[src/rtl/imem_uart_loader.sv]
// imem_uart_loader: UART (8N1) boot loader for a 64-word instruction memory.
// Frame: 0xA5 header, one length byte (0 or >64 means 64 words), then the
// words as little-endian byte quadruples. Each completed word is written
// with a one-cycle we strobe at consecutive word addresses.
module imem_uart_loader #(
    parameter int CLK_HZ = 100000000,
    parameter int BAUD   = 115200
) (
    input  logic        clk,
    input  logic        rstn,
    input  logic        rxd,
    input  logic        load_en,
    output logic        we,
    output logic [5:0]  waddr,
    output logic [31:0] wdata,
    output logic        busy,
    output logic        done,
    output logic        frame_err,
    output logic [6:0]  word_cnt
);

    localparam int DIV_RAW = CLK_HZ / BAUD;
    localparam int DIV     = (DIV_RAW < 4) ? 4 : DIV_RAW;
    localparam int CW      = $clog2(DIV);
    localparam logic [CW-1:0] CNT_LAST = CW'(DIV - 1);
    localparam logic [CW-1:0] CNT_HALF = CW'((DIV / 2) - 1);
    localparam logic [7:0]    HDR_BYTE = 8'hA5;

    typedef enum logic [1:0] {RX_IDLE, RX_START, RX_DATA, RX_STOP} rx_state_t;
    typedef enum logic [1:0] {ST_IDLE, ST_LEN, ST_DATA, ST_FIN} ld_state_t;

    // Length byte decode: only bits [6:0] count; 0 and anything above 64 mean 64.
    function automatic logic [6:0] decode_len(input logic [7:0] b);
        logic [6:0] n;
        if ((b[6:0] == 7'd0) || (b[6:0] > 7'd64)) begin
            n = 7'd64;
        end else begin
            n = b[6:0];
        end
        return n;
    endfunction

    // ---------------- receiver ----------------
    logic            rx_meta_q, rx_sync_q, rx_prev_q;
    rx_state_t       rx_state_q, rx_state_d;
    logic [CW-1:0]   cnt_q, cnt_d;
    logic [2:0]      bit_q, bit_d;
    logic [7:0]      shift_q, shift_d;
    logic [7:0]      rx_byte_q, rx_byte_d;
    logic            byte_valid_q, byte_valid_d;
    logic            byte_err_q, byte_err_d;

    // Two-flop synchronizer plus one delayed copy for falling-edge detection; idles high.
    always_ff @(posedge clk or negedge rstn) begin
        if (!rstn) begin
            rx_meta_q <= 1'b1;
            rx_sync_q <= 1'b1;
            rx_prev_q <= 1'b1;
        end else begin
            rx_meta_q <= rxd;
            rx_sync_q <= rx_meta_q;
            rx_prev_q <= rx_sync_q;
        end
    end

    // Receiver bit-timing: half-bit start check, then one sample per bit period.
    always_comb begin
        rx_state_d   = rx_state_q;
        cnt_d        = cnt_q;
        bit_d        = bit_q;
        shift_d      = shift_q;
        rx_byte_d    = rx_byte_q;
        byte_valid_d = 1'b0;
        byte_err_d   = 1'b0;
        case (rx_state_q)
            RX_IDLE: begin
                if (rx_prev_q && !rx_sync_q) begin
                    rx_state_d = RX_START;
                    cnt_d      = '0;
                end else begin
                    cnt_d = '0;
                end
            end
            RX_START: begin
                if (cnt_q == CNT_HALF) begin
                    cnt_d = '0;
                    bit_d = 3'd0;
                    if (rx_sync_q) begin
                        rx_state_d = RX_IDLE;
                    end else begin
                        rx_state_d = RX_DATA;
                    end
                end else begin
                    cnt_d = cnt_q + {{(CW-1){1'b0}}, 1'b1};
                end
            end
            RX_DATA: begin
                if (cnt_q == CNT_LAST) begin
                    cnt_d   = '0;
                    shift_d = {rx_sync_q, shift_q[7:1]};
                    if (bit_q == 3'd7) begin
                        rx_state_d = RX_STOP;
                    end else begin
                        bit_d = bit_q + 3'd1;
                    end
                end else begin
                    cnt_d = cnt_q + {{(CW-1){1'b0}}, 1'b1};
                end
            end
            RX_STOP: begin
                if (cnt_q == CNT_LAST) begin
                    cnt_d      = '0;
                    rx_state_d = RX_IDLE;
                    if (rx_sync_q) begin
                        byte_valid_d = 1'b1;
                        rx_byte_d    = shift_q;
                    end else begin
                        byte_err_d = 1'b1;
                    end
                end else begin
                    cnt_d = cnt_q + {{(CW-1){1'b0}}, 1'b1};
                end
            end
            default: begin
                rx_state_d = RX_IDLE;
                cnt_d      = '0;
            end
        endcase
    end

    // Receiver state registers.
    always_ff @(posedge clk or negedge rstn) begin
        if (!rstn) begin
            rx_state_q   <= RX_IDLE;
            cnt_q        <= '0;
            bit_q        <= 3'd0;
            shift_q      <= 8'd0;
            rx_byte_q    <= 8'd0;
            byte_valid_q <= 1'b0;
            byte_err_q   <= 1'b0;
        end else begin
            rx_state_q   <= rx_state_d;
            cnt_q        <= cnt_d;
            bit_q        <= bit_d;
            shift_q      <= shift_d;
            rx_byte_q    <= rx_byte_d;
            byte_valid_q <= byte_valid_d;
            byte_err_q   <= byte_err_d;
        end
    end

    // ---------------- loader ----------------
    ld_state_t   state_q, state_d;
    logic [6:0]  n_q, n_d;
    logic [1:0]  byte_idx_q, byte_idx_d;
    logic [23:0] asm_q, asm_d;
    logic [31:0] wdata_q, wdata_d;
    logic [5:0]  waddr_q, waddr_d;
    logic [6:0]  word_cnt_q, word_cnt_d;
    logic        we_q, we_d;
    logic        done_q, done_d;
    logic        frame_err_q, frame_err_d;
    logic        busy_q, busy_d;

    // Loader next-state: header/length parsing, word assembly, write strobe, abort handling.
    always_comb begin
        state_d     = state_q;
        n_d         = n_q;
        byte_idx_d  = byte_idx_q;
        asm_d       = asm_q;
        wdata_d     = wdata_q;
        waddr_d     = waddr_q;
        word_cnt_d  = word_cnt_q;
        we_d        = 1'b0;
        done_d      = done_q;
        frame_err_d = frame_err_q;

        // Address/count advance in the cycle after each strobe; address holds at 63.
        if (we_q) begin
            word_cnt_d = word_cnt_q + 7'd1;
            if (waddr_q != 6'd63) begin
                waddr_d = waddr_q + 6'd1;
            end else begin
                waddr_d = waddr_q;
            end
        end else begin
            word_cnt_d = word_cnt_q;
        end

        if (!load_en) begin
            if ((state_q == ST_LEN) || (state_q == ST_DATA)) begin
                frame_err_d = 1'b1;
            end else begin
                frame_err_d = frame_err_q;
            end
            state_d    = ST_IDLE;
            byte_idx_d = 2'd0;
        end else begin
            case (state_q)
                ST_IDLE: begin
                    if (byte_valid_q && (rx_byte_q == HDR_BYTE)) begin
                        state_d     = ST_LEN;
                        done_d      = 1'b0;
                        frame_err_d = 1'b0;
                        word_cnt_d  = 7'd0;
                        waddr_d     = 6'd0;
                        byte_idx_d  = 2'd0;
                    end else begin
                        state_d = ST_IDLE;
                    end
                end
                ST_LEN: begin
                    if (byte_err_q) begin
                        frame_err_d = 1'b1;
                        state_d     = ST_IDLE;
                    end else if (byte_valid_q) begin
                        n_d        = decode_len(rx_byte_q);
                        byte_idx_d = 2'd0;
                        state_d    = ST_DATA;
                    end else begin
                        state_d = ST_LEN;
                    end
                end
                ST_DATA: begin
                    if (byte_err_q) begin
                        frame_err_d = 1'b1;
                        byte_idx_d  = 2'd0;
                        state_d     = ST_IDLE;
                    end else if (byte_valid_q) begin
                        case (byte_idx_q)
                            2'd0:    asm_d[7:0]   = rx_byte_q;
                            2'd1:    asm_d[15:8]  = rx_byte_q;
                            2'd2:    asm_d[23:16] = rx_byte_q;
                            default: begin
                                wdata_d = {rx_byte_q, asm_q};
                                we_d    = 1'b1;
                            end
                        endcase
                        byte_idx_d = byte_idx_q + 2'd1;
                    end else if (we_q && ((word_cnt_q + 7'd1) == n_q)) begin
                        state_d = ST_FIN;
                    end else begin
                        state_d = ST_DATA;
                    end
                end
                ST_FIN: begin
                    done_d  = 1'b1;
                    state_d = ST_IDLE;
                end
                default: begin
                    state_d = ST_IDLE;
                end
            endcase
        end

        busy_d = (state_d == ST_LEN) || (state_d == ST_DATA);
    end

    // Loader state and output registers.
    always_ff @(posedge clk or negedge rstn) begin
        if (!rstn) begin
            state_q     <= ST_IDLE;
            n_q         <= 7'd64;
            byte_idx_q  <= 2'd0;
            asm_q       <= 24'd0;
            wdata_q     <= 32'd0;
            waddr_q     <= 6'd0;
            word_cnt_q  <= 7'd0;
            we_q        <= 1'b0;
            done_q      <= 1'b0;
            frame_err_q <= 1'b0;
            busy_q      <= 1'b0;
        end else begin
            state_q     <= state_d;
            n_q         <= n_d;
            byte_idx_q  <= byte_idx_d;
            asm_q       <= asm_d;
            wdata_q     <= wdata_d;
            waddr_q     <= waddr_d;
            word_cnt_q  <= word_cnt_d;
            we_q        <= we_d;
            done_q      <= done_d;
            frame_err_q <= frame_err_d;
            busy_q      <= busy_d;
        end
    end

    assign we        = we_q;
    assign waddr     = waddr_q;
    assign wdata     = wdata_q;
    assign busy      = busy_q;
    assign done      = done_q;
    assign frame_err = frame_err_q;
    assign word_cnt  = word_cnt_q;

endmodule

[config.mk]
export PLATFORM = sky130hd
export DESIGN_NAME = imem_uart_loader
export DESIGN_NICKNAME = d
export VERILOG_FILES = /design/src/rtl/imem_uart_loader.sv
export SDC_FILE = /design/constraint.sdc
export NUM_CORES = 1
export LEC_CHECK = 0
export CAP_MARGIN = 5
export CORE_MARGIN = 1
export CORE_UTILIZATION = 45
export CTS_CLUSTER_SIZE = 24
export DETAILED_ROUTE_END_ITERATION = 16
export DONT_BUFFER_PORTS = 1
export PLACE_DENSITY_LB_ADDON = 0.15
export SETUP_SLACK_MARGIN = 0.5
export SLEW_MARGIN = 15
export SYNTH_ARGS = -nofsm -noshare
export SYNTH_HDL_FRONTEND = slang
export SYNTH_SLANG_ARGS = --single-unit
export TNS_END_PERCENT = 50
[constraint.sdc]
create_clock -name clk -period 2.1 [get_ports clk]
set_input_delay 0.42 -clock clk [delete_from_list [all_inputs] [get_ports clk]]
set_output_delay 0.42 -clock clk [all_outputs]
set_load 0.01 [all_outputs]
==> results.sh <==
export IMPL_routed_wl_mm=11.1
export IMPL_crit_chain="inv_1 -> ha_4 -> nor4bb_1 -> and3_1 -> a21boi_1 -> o21ai_2 -> buf_4 -> mux2_4"
export IMPL_p_sw_share_pct=21.3
export IMPL_grt_max_degree=121
export IMPL_io_buffer_count=0
export IMPL_p_leak_uw=0.00323
export IMPL_max_stage_delay_ps=420
export IMPL_cts_buffer_depth=2
export IMPL_reg2reg_slack_ps=270
export IMPL_worstSetupStartpointType="flop"
export IMPL_synthArstFlopShare_pct=100
export IMPL_ys_warn_count=0
export IMPL_reg2reg_from="cnt_q[1]"
export IMPL_layout_common_cells="dfrtp_1, mux2_2, nor2_1"
export IMPL_intPower_uw=4640
export IMPL_cp_max_fo=3
export IMPL_grt_pass1_wl_mm=17.8
export IMPL_worstPathRequired_ps=2390
export IMPL_synthFlopType="dfrtp_1"
export IMPL_vias=3374
export IMPL_num_antenna_cells=0
export IMPL_dp_cells=560
export IMPL_worstSetupPathType="reg2reg"
export IMPL_cts_buffers=17
export IMPL_gr_total_overflow=0
export IMPL_holdBufCountCts=1
export IMPL_h_tree_depth=4
export IMPL_die_x_um=110
export IMPL_syn_area_mm2=0.00528
export IMPL_hpwl_mm=6.26
export IMPL_finClkSkew_ps=7.26
export IMPL_final_util_pct=59.4
export IMPL_drt_pass1_iterations=4
export IMPL_clock_sinks=120
export IMPL_final_nets=492
export IMPL_synth_edf_count=0
export IMPL_status="finished with violations"
export IMPL_combPwrFrac_pct=6.0
export IMPL_drc_errors=0
export IMPL_rr_worst_depth=8
export IMPL_dieHeight_um=110
export IMPL_hold_slack_ps=-300
export IMPL_hold_violations=120
export IMPL_failed_checks="hold timing"
export IMPL_synth_cell_types=52
export IMPL_hp_class="in2async"
export IMPL_initial_core_util_pct=46.2
export IMPL_finalCritPeriodShare_pct=87.4
export IMPL_slew_viol_final=0
export IMPL_insertion_delay_ps=410
export IMPL_maxCapViolCount=0
export IMPL_synth_seq_cells=120
export IMPL_synth_area_per_cell_um2=12.6
export IMPL_ctsRootBufferMaster="clkbuf_16"
export IMPL_arrival_ps=2130
export IMPL_gp_congestion=0.772
export IMPL_max_freq_mhz=545
export IMPL_fin_crit_ps=1830
export IMPL_ios=53
export IMPL_peakVddDrop_mv=0.770
export IMPL_slew_headroom_pct=67.9
export IMPL_rr_endpoint="rx_state_q[0]"
export IMPL_dieArea_mm2=0.0122
export IMPL_crit_path_top_delay_cell="dfrtp_1"
export IMPL_cts_tree="built"
export IMPL_grtUsageTotal_pct=20.1
export IMPL_path_clk_slew_ps=50
export IMPL_drtIter0Drc=119
export IMPL_tns_ps=0
export IMPL_tightest_slew_ps=480
export IMPL_grt_pass1_vias=3479
export IMPL_seq_power_share_pct=41.1
export IMPL_drive_above_1_share_pct=40.7
export IMPL_final_cells=630
export IMPL_synthCells=420
export IMPL_p_clk_share_pct=52.9
export IMPL_vias_per_cell=5.36
export IMPL_antenna_left=0
export IMPL_cp_startpoint="cnt_q[1]"
export IMPL_power_switching_uw=1250
export IMPL_fp_row_count=39
export IMPL_areaGrowthSynthToFinish_pct=28.7
export IMPL_rsz0062_at_grt="yes"
export IMPL_dpl_cell_area_mm2=0.00551
export IMPL_layout_commonest_cell="dfrtp_1"
export IMPL_synth_seq_area_share_pct=57.0
export IMPL_wire_per_inst_um=17.7
export IMPL_finalSetupViolations=0
export IMPL_total_power_uw=5900
export IMPL_core_mm2=0.0114
export IMPL_antenna_found_initial=0
export IMPL_final_area_mm2=0.00679
export IMPL_p_per_area_mw_per_mm2=869
export IMPL_syn_nets=438
export IMPL_end_kind="flop"
-- sequential cells by signal, summed over array words and instances (netlist names), named ones only --
signal	flops
rx_sync_q	1
n_q	7
byte_valid_q	1
byte_err_q	1
done	1
shift_q	8
asm_q	24
we	1
rx_state_q	1
state_q	2
rx_meta_q	1
word_cnt	7
waddr	6
rx_prev_q	1
frame_err	1
cnt_q	10
byte_idx_q	2
busy	1
wdata	32
bit_q	3
rx_byte_q	8
-- how the worst max path moves through the flow --
stage                     to  slack [ps]  cells after the start
3_5_place_dp    rx_byte_q[4]          80                      6
4_1_cts         rx_byte_q[4]         280                      6
6_report       rx_state_q[0]         270                      8
3_3_place_gp    rx_byte_q[6]         140                      6
2_1_floorplan   rx_byte_q[0]         350                      7
5_1_grt        rx_state_q[0]         180                      8
-- power groups by stage --
stage	registers, uW	clock network (uW)	logic [uW]
after floorplan	2430	0	147
after global placement	2450	0	165
after detailed placement	2450	0	166
after CTS	2430	3170	280
after global routing	2430	3280	382
final	2430	3120	353
-- layer usage --
metal  global-route usage, %  part of all wire (%)  wire length [um]  vias to the layer above
met5                       0                     0                 0                        -
met4                    8.83                   2.2               242                        0
met3                    6.17                   3.6               396                       21
met2                    32.8                    50              5600                       59
met1                    24.4                    44              4890                     1714
li1                        -                     -                 -                     1580
-- synth_stat cells (all sizes together), types with 3 or more instances --
cell	n	area (um^2)
a21oi	5	25.0
and3	6	37.5
buf	9	56.3
clkbuf	7	27.5
dfrtp	116	2900
dfstp	4	105
ha	14	175
inv	16	60.1
mux2	74	863
mux2i	5	50.1
nand2	27	106
nand2b	9	56.3
nand3	11	60.1
nand4	5	31.3
nand4b	3	26.3
nor2	35	131
nor3	10	50.1
o21ai	11	55.1
xnor2	14	123
xor2	11	96.3
-- logic make-up (layout without fill, tap and decap cells) --
logic type,count (synthesis),count (layout),synth area share (%)
fa+ha+maj,14,14,3.32
simple gates,119,125,11.7
flops,120,120,57.0
xor+xnor,25,25,4.15
compound gates,31,31,3.80
buf+inv,32,93,2.73
mux,79,79,17.3
-- repair_timing --
action / in CTS / in global routing
hold endpoints to repair: 121 / 120
pin swaps: 19 / 11
setup buffers: 20 / 11
resized for setup: 44 / 25
gates cloned: 6 / 0
setup endpoints to repair: 98 / 107
-- final cells by class --
type,instances,area [um^2]
fill,910,4630
sequential,120,3020
multi-input combinational,274,2470
clock buffer,22,474
timing repair buffer,45,424
tap,143,179
clock inverter,10,165
inverter,16,60.1
-- critical path, delay by kind of cell (launching register included) --
family	cells	cell delay, ps
AO/OA/AOI/OAI	2	250
multiplexers	1	280
flip-flops	1	420
buffers and inverters	2	250
adder cells (fa/ha/maj)	1	120
AND/OR/NAND/NOR	2	390
-- through the flow --
stage / setup WS [ps] / hold slack (ps)
floorplan: 346 / 124
global placement: 136 / 127
detailed placement: 79.1 / 127
CTS: 284 / -318
global route: 178 / -320
finish: 265 / -300
Note: power is estimated with default switching activity, not from simulation.
